**src/rtl/alu_seq_ctrl.sv**
```systemverilog
// Sequential front-end for a 16-bit ALU: registered request/response handshakes,
// a programmable settle interval, chained carry/borrow state and sticky flags.

package alu_seq_pkg;
  localparam logic [4:0] ALU_ADD  = 5'd0;
  localparam logic [4:0] ALU_SUB  = 5'd1;
  localparam logic [4:0] ALU_MUL  = 5'd2;
  localparam logic [4:0] ALU_DIV  = 5'd3;
  localparam logic [4:0] ALU_AND  = 5'd4;
  localparam logic [4:0] ALU_OR   = 5'd5;
  localparam logic [4:0] ALU_XOR  = 5'd6;
  localparam logic [4:0] ALU_NOT  = 5'd7;
  localparam logic [4:0] ALU_SHL  = 5'd8;
  localparam logic [4:0] ALU_SHR  = 5'd9;
  localparam logic [4:0] ALU_INC  = 5'd10;
  localparam logic [4:0] ALU_DEC  = 5'd11;
  localparam logic [4:0] ALU_PASS = 5'd12;

  // Flag vector bit positions: {ET, LT, GT, divbyzero, overflow, borrowout, carryout, negative, zero}.
  localparam int FLAG_ZERO = 0;
  localparam int FLAG_NEG  = 1;
  localparam int FLAG_CO   = 2;
  localparam int FLAG_BO   = 3;
  localparam int FLAG_OVF  = 4;
  localparam int FLAG_DBZ  = 5;
  localparam int FLAG_GT   = 6;
  localparam int FLAG_LT   = 7;
  localparam int FLAG_ET   = 8;

  typedef enum logic [1:0] {
    S_IDLE = 2'd0,
    S_EXEC = 2'd1,
    S_RESP = 2'd2
  } state_t;
endpackage

module alu_top
  import alu_seq_pkg::*;
(
  input  logic [4:0]  op,
  input  logic [15:0] a,
  input  logic [15:0] b,
  input  logic        carryin,
  input  logic        borrowin,
  output logic [15:0] alu_out,
  output logic [15:0] upper_alubits,
  output logic [15:0] remainder_alubits,
  output logic        et,
  output logic        lt,
  output logic        gt,
  output logic        divbyzero,
  output logic        overflow,
  output logic        borrowout,
  output logic        carryout,
  output logic        negative,
  output logic        zero
);
  logic [16:0] sum;
  logic [16:0] diff;
  logic [31:0] prod;

  assign sum  = {1'b0, a} + {1'b0, b} + {16'd0, carryin};
  assign diff = {1'b0, a} - {1'b0, b} - {16'd0, borrowin};
  assign prod = {16'd0, a} * {16'd0, b};

  // NOTE: every output gets a default before the case, so no path leaves a value
  // unassigned and no latch is inferred.
  always_comb begin
    alu_out           = '0;
    upper_alubits     = '0;
    remainder_alubits = '0;
    divbyzero         = 1'b0;
    overflow          = 1'b0;
    borrowout         = 1'b0;
    carryout          = 1'b0;
    unique case (op)
      ALU_ADD: begin
        alu_out  = sum[15:0];
        carryout = sum[16];
        overflow = (a[15] == b[15]) && (sum[15] != a[15]);
      end
      ALU_SUB: begin
        alu_out   = diff[15:0];
        borrowout = diff[16];
        overflow  = (a[15] != b[15]) && (diff[15] != a[15]);
      end
      ALU_MUL: begin
        alu_out       = prod[15:0];
        upper_alubits = prod[31:16];
        overflow      = |prod[31:16];
      end
      ALU_DIV: begin
        // Divide by zero saturates the quotient and returns the dividend as remainder.
        if (b == 16'd0) begin
          alu_out           = 16'hFFFF;
          remainder_alubits = a;
          divbyzero         = 1'b1;
        end else begin
          alu_out           = a / b;
          remainder_alubits = a % b;
        end
      end
      ALU_AND:  alu_out = a & b;
      ALU_OR:   alu_out = a | b;
      ALU_XOR:  alu_out = a ^ b;
      ALU_NOT:  alu_out = ~a;
      ALU_SHL:  alu_out = a << b[3:0];
      ALU_SHR:  alu_out = a >> b[3:0];
      ALU_INC:  alu_out = a + 16'd1;
      ALU_DEC:  alu_out = a - 16'd1;
      ALU_PASS: alu_out = a;
      default:  alu_out = '0;
    endcase
  end

  assign et       = (a == b);
  assign lt       = (a < b);
  assign gt       = (a > b);
  assign negative = alu_out[15];
  assign zero     = (alu_out == 16'd0);
endmodule

module alu_seq_ctrl
  import alu_seq_pkg::*;
#(
  parameter int unsigned EXEC_CYCLES = 1  // 1..15
) (
  input  logic        clk,
  input  logic        rst,
  input  logic        req_valid,
  output logic        req_ready,
  input  logic [4:0]  req_op,
  input  logic [15:0] req_a,
  input  logic [15:0] req_b,
  input  logic        req_chain,
  output logic        rsp_valid,
  input  logic        rsp_ready,
  output logic [15:0] rsp_result,
  output logic [15:0] rsp_upper,
  output logic [15:0] rsp_rem,
  output logic [8:0]  rsp_flags,
  output logic [8:0]  sticky_flags,
  input  logic        sticky_clr,
  output logic        carry_q,
  output logic        borrow_q,
  output logic        busy
);
  localparam logic [3:0] CNT_LOAD = 4'(EXEC_CYCLES - 1);

  state_t      state_q, state_d;
  logic [3:0]  cnt_q, cnt_d;
  logic [4:0]  op_q, op_d;
  logic [15:0] a_q, a_d;
  logic [15:0] b_q, b_d;
  logic        cin_q, cin_d;
  logic        bin_q, bin_d;
  logic [15:0] result_q, result_d;
  logic [15:0] upper_q, upper_d;
  logic [15:0] rem_q, rem_d;
  logic [8:0]  flags_q, flags_d;
  logic [8:0]  sticky_q, sticky_d;
  logic        carry_d, borrow_d;

  logic [15:0] alu_out, alu_upper, alu_rem;
  logic        f_et, f_lt, f_gt, f_dbz, f_ovf, f_bo, f_co, f_neg, f_zero;
  logic [8:0]  alu_flags;

  alu_top u_alu (
    .op                (op_q),
    .a                 (a_q),
    .b                 (b_q),
    .carryin           (cin_q),
    .borrowin          (bin_q),
    .alu_out           (alu_out),
    .upper_alubits     (alu_upper),
    .remainder_alubits (alu_rem),
    .et                (f_et),
    .lt                (f_lt),
    .gt                (f_gt),
    .divbyzero         (f_dbz),
    .overflow          (f_ovf),
    .borrowout         (f_bo),
    .carryout          (f_co),
    .negative          (f_neg),
    .zero              (f_zero)
  );

  assign alu_flags = {f_et, f_lt, f_gt, f_dbz, f_ovf, f_bo, f_co, f_neg, f_zero};

  always_comb begin
    state_d  = state_q;
    cnt_d    = cnt_q;
    op_d     = op_q;
    a_d      = a_q;
    b_d      = b_q;
    cin_d    = cin_q;
    bin_d    = bin_q;
    result_d = result_q;
    upper_d  = upper_q;
    rem_d    = rem_q;
    flags_d  = flags_q;
    carry_d  = carry_q;
    borrow_d = borrow_q;
    // A clear alone empties the sticky register; a capture on the same edge ORs on top.
    sticky_d = sticky_clr ? 9'd0 : sticky_q;

    unique case (state_q)
      S_IDLE: begin
        if (req_valid) begin
          op_d    = req_op;
          a_d     = req_a;
          b_d     = req_b;
          cin_d   = req_chain & carry_q;
          bin_d   = req_chain & borrow_q;
          cnt_d   = CNT_LOAD;
          state_d = S_EXEC;
        end
      end
      S_EXEC: begin
        if (cnt_q != 4'd0) begin
          cnt_d = cnt_q - 4'd1;
        end else begin
          result_d = alu_out;
          upper_d  = alu_upper;
          rem_d    = alu_rem;
          flags_d  = alu_flags;
          sticky_d = sticky_d | alu_flags;
          if (op_q == ALU_ADD) carry_d  = f_co;
          if (op_q == ALU_SUB) borrow_d = f_bo;
          state_d = S_RESP;
        end
      end
      S_RESP: begin
        if (rsp_ready) state_d = S_IDLE;
      end
      default: state_d = S_IDLE;
    endcase
  end

  // NOTE: sequential state uses non-blocking assignments so every flop samples the
  // pre-edge values computed above, independent of statement order.
  always_ff @(posedge clk) begin
    if (rst) begin
      state_q  <= S_IDLE;
      cnt_q    <= '0;
      op_q     <= '0;
      a_q      <= '0;
      b_q      <= '0;
      cin_q    <= 1'b0;
      bin_q    <= 1'b0;
      result_q <= '0;
      upper_q  <= '0;
      rem_q    <= '0;
      flags_q  <= '0;
      sticky_q <= '0;
      carry_q  <= 1'b0;
      borrow_q <= 1'b0;
    end else begin
      state_q  <= state_d;
      cnt_q    <= cnt_d;
      op_q     <= op_d;
      a_q      <= a_d;
      b_q      <= b_d;
      cin_q    <= cin_d;
      bin_q    <= bin_d;
      result_q <= result_d;
      upper_q  <= upper_d;
      rem_q    <= rem_d;
      flags_q  <= flags_d;
      sticky_q <= sticky_d;
      carry_q  <= carry_d;
      borrow_q <= borrow_d;
    end
  end

  // Handshake outputs come from registered state; rst only gates acceptance.
  assign req_ready    = (state_q == S_IDLE) && !rst;
  assign rsp_valid    = (state_q == S_RESP);
  assign busy         = (state_q == S_EXEC) || (state_q == S_RESP);
  assign rsp_result   = result_q;
  assign rsp_upper    = upper_q;
  assign rsp_rem      = rem_q;
  assign rsp_flags    = flags_q;
  assign sticky_flags = sticky_q;
endmodule

```
**config.mk**
```make
export PLATFORM = sky130hd
export DESIGN_NAME = alu_seq_ctrl
export DESIGN_NICKNAME = d
export VERILOG_FILES = /design/src/rtl/alu_seq_ctrl.sv
export SDC_FILE = /design/constraint.sdc
export NUM_CORES = 2
export LEC_CHECK = 0
export ABC_AREA = 1
export ABC_CLOCK_PERIOD_IN_PS = 30900
export BUFFER_PORTS_ARGS = -buffer_cell sky130_fd_sc_hd__buf_2
export CORE_MARGIN = 2
export CORE_UTILIZATION = 25
export CTS_CLUSTER_SIZE = 30
export DETAILED_ROUTE_END_ITERATION = 16
export PLACE_DENSITY = 0.49
export SYNTH_ARGS = -nofsm -noshare
export SYNTH_HDL_FRONTEND = slang
export SYNTH_HIERARCHICAL = 1
export SYNTH_SLANG_ARGS = --single-unit
```
**constraint.sdc**
```tcl
create_clock -name clk -period 30.9 [get_ports clk]
set_input_delay 6.18 -clock clk [delete_from_list [all_inputs] [get_ports clk]]
set_output_delay 6.18 -clock clk [all_outputs]
set_load 0.05 [all_outputs]
```
# ---- Word level (Yosys, flattened, before mapping)
# Index checks and enable logic that the tools add are counted.
dict set report word_totals {
  output_inout_bits 71
  latch_bits 0
  ram_bits 0
  memories 0
  regBits 113
  mem_bits_ro 0
  word_cells 97
  in_bits 43
}
dict set report op_classes {
  eq_ne 23
  div 2
  mul 1
  n_reduce_logical 18
  muxes 20
  shift 2
  n_lt_le_gt_ge 2
  n_addsub 7
  bitwise_logic 8
}
# op n
set op_table {}
lappend op_table {{case mux 16 bit (13 select lines)} 1}
lappend op_table {{2-to-1 mux 16 bit} 4}
lappend op_table {{zero test 16 bit} 2}
lappend op_table {{multiplier 16 x 16 -> 32 bit} 1}
lappend op_table {{2-to-1 mux 9 bit} 3}
lappend op_table {{== test 5 x 4 -> 1 bit, second input constant} 5}
lappend op_table {{== test 5 x 3 -> 1 bit, second input constant} 4}
lappend op_table {{adder 16 x 16 -> 17 bit} 1}
lappend op_table {{adder 17 x 1 -> 17 bit} 1}
lappend op_table {{subtractor 16 x 16 -> 17 bit} 1}
lappend op_table {{subtractor 17 x 1 -> 17 bit} 1}
lappend op_table {{adder 16 x 1 -> 16 bit, second input constant} 1}
lappend op_table {{bitwise AND 16 bit} 1}
lappend op_table {{divider 16 x 16 -> 16 bit} 1}
lappend op_table {{== test 16 bit} 1}
lappend op_table {{> comparator 16 bit} 1}
lappend op_table {{less-than comparator 16 bit} 1}
lappend op_table {{remainder unit 16 x 16 -> 16 bit} 1}
lappend op_table {{NOT 16 bit} 1}
lappend op_table {{OR 16 bit} 1}
lappend op_table {{OR reduction 16 bit} 1}
lappend op_table {{left shift 16 x 4 -> 16 bit} 1}
lappend op_table {{right shift 16 x 4 -> 16 bit} 1}
lappend op_table {{subtractor 16 x 1 -> 16 bit, second input constant} 1}
lappend op_table {{other kinds (28)} 46}

# ---- Longest topological paths before layout
dict set report logic_depth {
  word_depth 8
  mapped_depth 232
  mapped_depth_nobuf 227
}

# ---- Hierarchy
# The synthesis kept the hierarchy.
# module cells_each n_inst area_each_um2 seq_area_each_um2
set by_module_without_submodules {}
lappend by_module_without_submodules {alu_top 3275 1 21425.5 0.0}
lappend by_module_without_submodules {alu_seq_ctrl 536 1 4107.7 2262.2}

# ---- Worst setup path before layout
# No wires, ideal clock.
dict set report synth_timing {
  kind {register to register}
  startpoint {register b_q[0]}
  endpoint {register rem_q[7] (netlist: rsp_rem[7])}
  required_ns 30.768
  n_path_buf 9
  path_slack_ns 6.514
  period_less_slack_ns 24.386
  arrival_ns 24.253
  setup_time_ns 0.132
  path_stages_with_launch 213
  cell_sequence {dfxtp_1 inv_2 buf_2 buf_2 ha_1 nand2_1 nor2_1 nand3_1 nor2_1 nand2_1 nand3_1 nand2_1 ha_1 nand2_1 nand2_1 o2111ai_1 nand2_1 o21ai_0 [177 not listed] nand3_1 nand2_1 nand2_1 nand2_1 nand2_1 nand2_1 a21oi_1 o21ai_0 a21boi_1 inv_1 nand2_1 inv_1 nand2_1 o211ai_1 o21bai_1 inv_1 nand2_1 a21oi_1}
}
dict set report synth_via {
  elab_chain_len 3
  elab_cells_between_ends 4
  classes_between {div (1); mux (2); reduce/logical (1)}
}
# element line
set synth_rtl {}
lappend synth_rtl {{start: declaration} 154} ;# logic [15:0] b_q, b_d;
lappend synth_rtl {{start signal: assignment} 248} ;# b_q <= '0;
lappend synth_rtl {{start signal: assignment} 263} ;# b_q <= b_d;
lappend synth_rtl {{remainder unit 16 x 16 -> 16 bit or zero test 16 bit (tied branches)} {100, 94}}
lappend synth_rtl {{2-to-1 mux 16 bit *} 94} ;# if (b == 16'd0) begin
lappend synth_rtl {{2-to-1 mux 16 bit *} 76} ;# unique case (op)
lappend synth_rtl {{named net alu_rem[7]} 164} ;# logic [15:0] alu_out, alu_upper, alu_rem;
lappend synth_rtl {{end signal: assignment} 268} ;# rem_q <= rem_d;
lappend synth_rtl {{end: declaration} 159} ;# logic [15:0] rem_q, rem_d;
# Mark *: on every way through the listed nets, which the timed path passes. The rest lies on a longest branch.
# A chain may end at the register's enable or synchronous reset.

# ---- Worst setup path after layout
dict set report layout_timing {
  startpoint {register b_q[5]}
  endpoint {register rem_q[3] (netlist: rsp_rem[3])}
}
# Same word-level chain as after synthesis.

==> results.json <==
{
  "diodes": 0,
  "placementRows": 117,
  "synthCells": 3811,
  "clk_latency_ps": 460,
  "crit_required_ps": 31270,
  "r2r.worst_path.cells": 217,
  "cts-root-buf": "clkbuf_16",
  "design_area_um2": 28500,
  "finalCritPeriodShare_pct": 90.0,
  "cp_slowest_cell": "fa_1",
  "setup_viol": 0,
  "status": "finished, final reports clean",
  "synth_commonest_cells": "nand2_1, inv_1, ha_1",
  "grt_usage_pct": 19.0,
  "grt_max_degree": 72,
  "fin_nets": 4470,
  "tritoncts": "done",
  "holdWs_ps": 460,
  "crit_top_cell": "nand2_1",
  "cp-start-kind": "flop",
  "portBuffers": 113,
  "synthesis.nets": 4397,
  "ys_ff_latch": 113,
  "io_pins": 114,
  "critPathKind": "reg -> reg",
  "endpoint_kind": "flop",
  "cp.buffers_inverters": 33,
  "final_antenna_net_count": 0,
  "postSynthAreaPerCell_um2": 6.70,
  "grt_pass1_wl_um": 151000,
  "drtPass1Iterations": 5,
  "drc_errors": 0,
  "path_clk_slew_ps": 70,
  "hold_viol": 0,
  "htree_levels": 4,
  "hpwl_um": 78000,
  "synth_edf_count": 0,
  "yosys.area.top_type": "ha_1",
  "antenna_found_initial": 2,
  "yosys.cell_count.top_type": "nand2_1",
  "die_area_um2": 105000,
  "wire_per_inst_um": 19.2,
  "place_congestion": 1.02,
  "slew_violations": 0,
  "netlist.area_leader.share_pct": 16.8,
  "core-area_um2": 102000,
  "crit_family": "simple AND/OR/NAND/NOR gates",
  "synth_cell_type_count": 70,
  "tightest_slew_ps": 1120,
  "setup_tns_ps": 0,
  "fin_util_pct": 28.1,
  "crit_path_max_fanout": 21,
  "grt_pass1_vias": 24600,
  "post_dp_cell_area_um2": 27600,
  "fmaxAchievable_mhz": 36.0,
  "critical_path_depth": 217,
  "drive_above_1_share_pct": 11.2,
  "max_stage_delay_ps": 450,
  "clock_skew_ps": 26.4,
  "die_h_um": 324,
  "yosys-top-cells-area": "ha_1, fa_1, nand2_1",
  "grt-ovfl-total": 0,
  "slew_headroom_pct": 24.7,
  "min_period_ps": 27790,
  "viasPerCell": 4.84,
  "cts-buffers-inserted": 17,
  "yosysSeqAreaShare_pct": 8.86,
  "drt-total-wl_um": 101000,
  "area_growth_syn_to_layout_pct": 11.7,
  "min_path_cells": 2,
  "initialDrtViolationCount": 1884,
  "cp_data_arrival_time_ps": 28160,
  "vias": 25500,
  "clock-sinks": 113,
  "hp-class": "reg -> reg",
  "start_util_pct": 25.1,
  "ys_warn_count": 6,
  "cap_violations": 0,
  "die_x_um": 324,
  "clock_path_buffers": 2,
  "dominantRegCellSynth": "dfxtp_1",
  "syn_area_um2": 25500,
  "synthArstFlopShare_pct": 0
}
==> cells by family after synthesis <==
group | synth area share [%]
AND/OR/NAND/NOR | 27.5
buffers and inverters | 12.6
AO/OA/AOI/OAI | 15.3
adder cells (fa/ha/maj) | 32.5
flip-flops | 8.86
XOR/XNOR | 3.22
multiplexers | 0.0392
==> what timing repair did <==
action	in CTS	in global routing
hold buffers	0	0
endpoints found under the setup margin	0	19
gates resized for setup	0	31
buffers inserted	0	27
==> metal layers <==
metal,track usage (%),part of all wire (%)
met4,6.90,3.8
met3,2.77,6.1
met5,0,0.0099
met1,25.5,45
met2,30.7,45
==> layout make-up <==
| cell class | count | area [um^2] |
|---|---|---|
| multi-input cells | 2882 | 20100 |
| fillers | 11500 | 73100 |
| flip-flops and latches | 113 | 2260 |
| inverters | 670 | 2550 |
| clock buffers | 18 | 439 |
| clock inverters | 14 | 195 |
| repair buffers | 200 | 1220 |
| well taps | 1368 | 1710 |
==> cell usage in the layout (no fill, tap or decap), types with 6 or more instances in the layout <==
| cell type | synthesis | final |
|---|---|---|
| xor2_1 | 47 | 47 |
| clkbuf_16 | 0 | 17 |
| inv_1 | 647 | 641 |
| o21ai_0 | 168 | 166 |
| a221oi_1 | 12 | 12 |
| or2_2 | 38 | 38 |
| o21ai_2 | 13 | 13 |
| o22ai_1 | 31 | 31 |
| nand3_2 | 47 | 49 |
| a21oi_1 | 265 | 264 |
| o221ai_1 | 27 | 27 |
| nand2_2 | 40 | 40 |
| dfxtp_1 | 113 | 111 |
| o21ai_1 | 31 | 33 |
| xnor2_1 | 47 | 47 |
| buf_2 | 26 | 113 |
| inv_2 | 15 | 11 |
| nand4_1 | 22 | 22 |
| nor3_1 | 29 | 29 |
| o211ai_1 | 18 | 18 |
| nor4_1 | 19 | 17 |
| a21o_1 | 6 | 6 |
| buf_4 | 6 | 86 |
| clkinvlp_4 | 0 | 6 |
| nor2_1 | 266 | 265 |
| a211oi_1 | 10 | 10 |
| ha_1 | 343 | 343 |
| nand2_1 | 922 | 921 |
| nor2_2 | 7 | 8 |
| clkinv_1 | 7 | 7 |
| fa_1 | 200 | 200 |
| nand3_1 | 146 | 143 |
| o2111ai_1 | 17 | 17 |
| and2_1 | 22 | 22 |
| a21oi_2 | 7 | 7 |
| o21bai_1 | 15 | 15 |
==> registers in the layout (all words and copies together), names as in the netlist <==
signal and flops:
a_q 16, cin_q 1, b_q 16, cnt_q 4, bin_q 1, rsp_upper 16
carry_q 1, state_q 2, sticky_flags 9, op_q 5, rsp_rem 16, rsp_flags 9
rsp_result 16, borrow_q 1
==> tightest hold or removal path, delay by kind of cell, from the launching register on <==
family	cells	cell delay, ps
DFF	1	300
AOI/OAI and AO/OA	1	50
and+or+nand+nor	1	60
==> through the flow <==
step	setup WS [ps]	cells
after floorplan	6510	3811
after global placement	1520	5206
after detailed placement	929	5206
after CTS	869	5238
after global routing	-60.5	5265
final	3110	5265
==> worst paths after layout <==
kind	end	slack [ps]	from
max	rsp_rem[3]$_SDFFE_PP0P_	3110	b_q[5]$_SDFFE_PP0P_
min	rsp_flags[8]$_SDFFE_PP0P_	460	rsp_flags[8]$_SDFFE_PP0P_
max reg2reg	rsp_rem[3]$_SDFFE_PP0P_	3110	b_q[5]$_SDFFE_PP0P_
min reg2reg	rsp_flags[8]$_SDFFE_PP0P_	460	rsp_flags[8]$_SDFFE_PP0P_
Power is left out: the tool's default activity adds up to more than one toggle a clock period on the data nets, which glitch-free logic cannot reach.
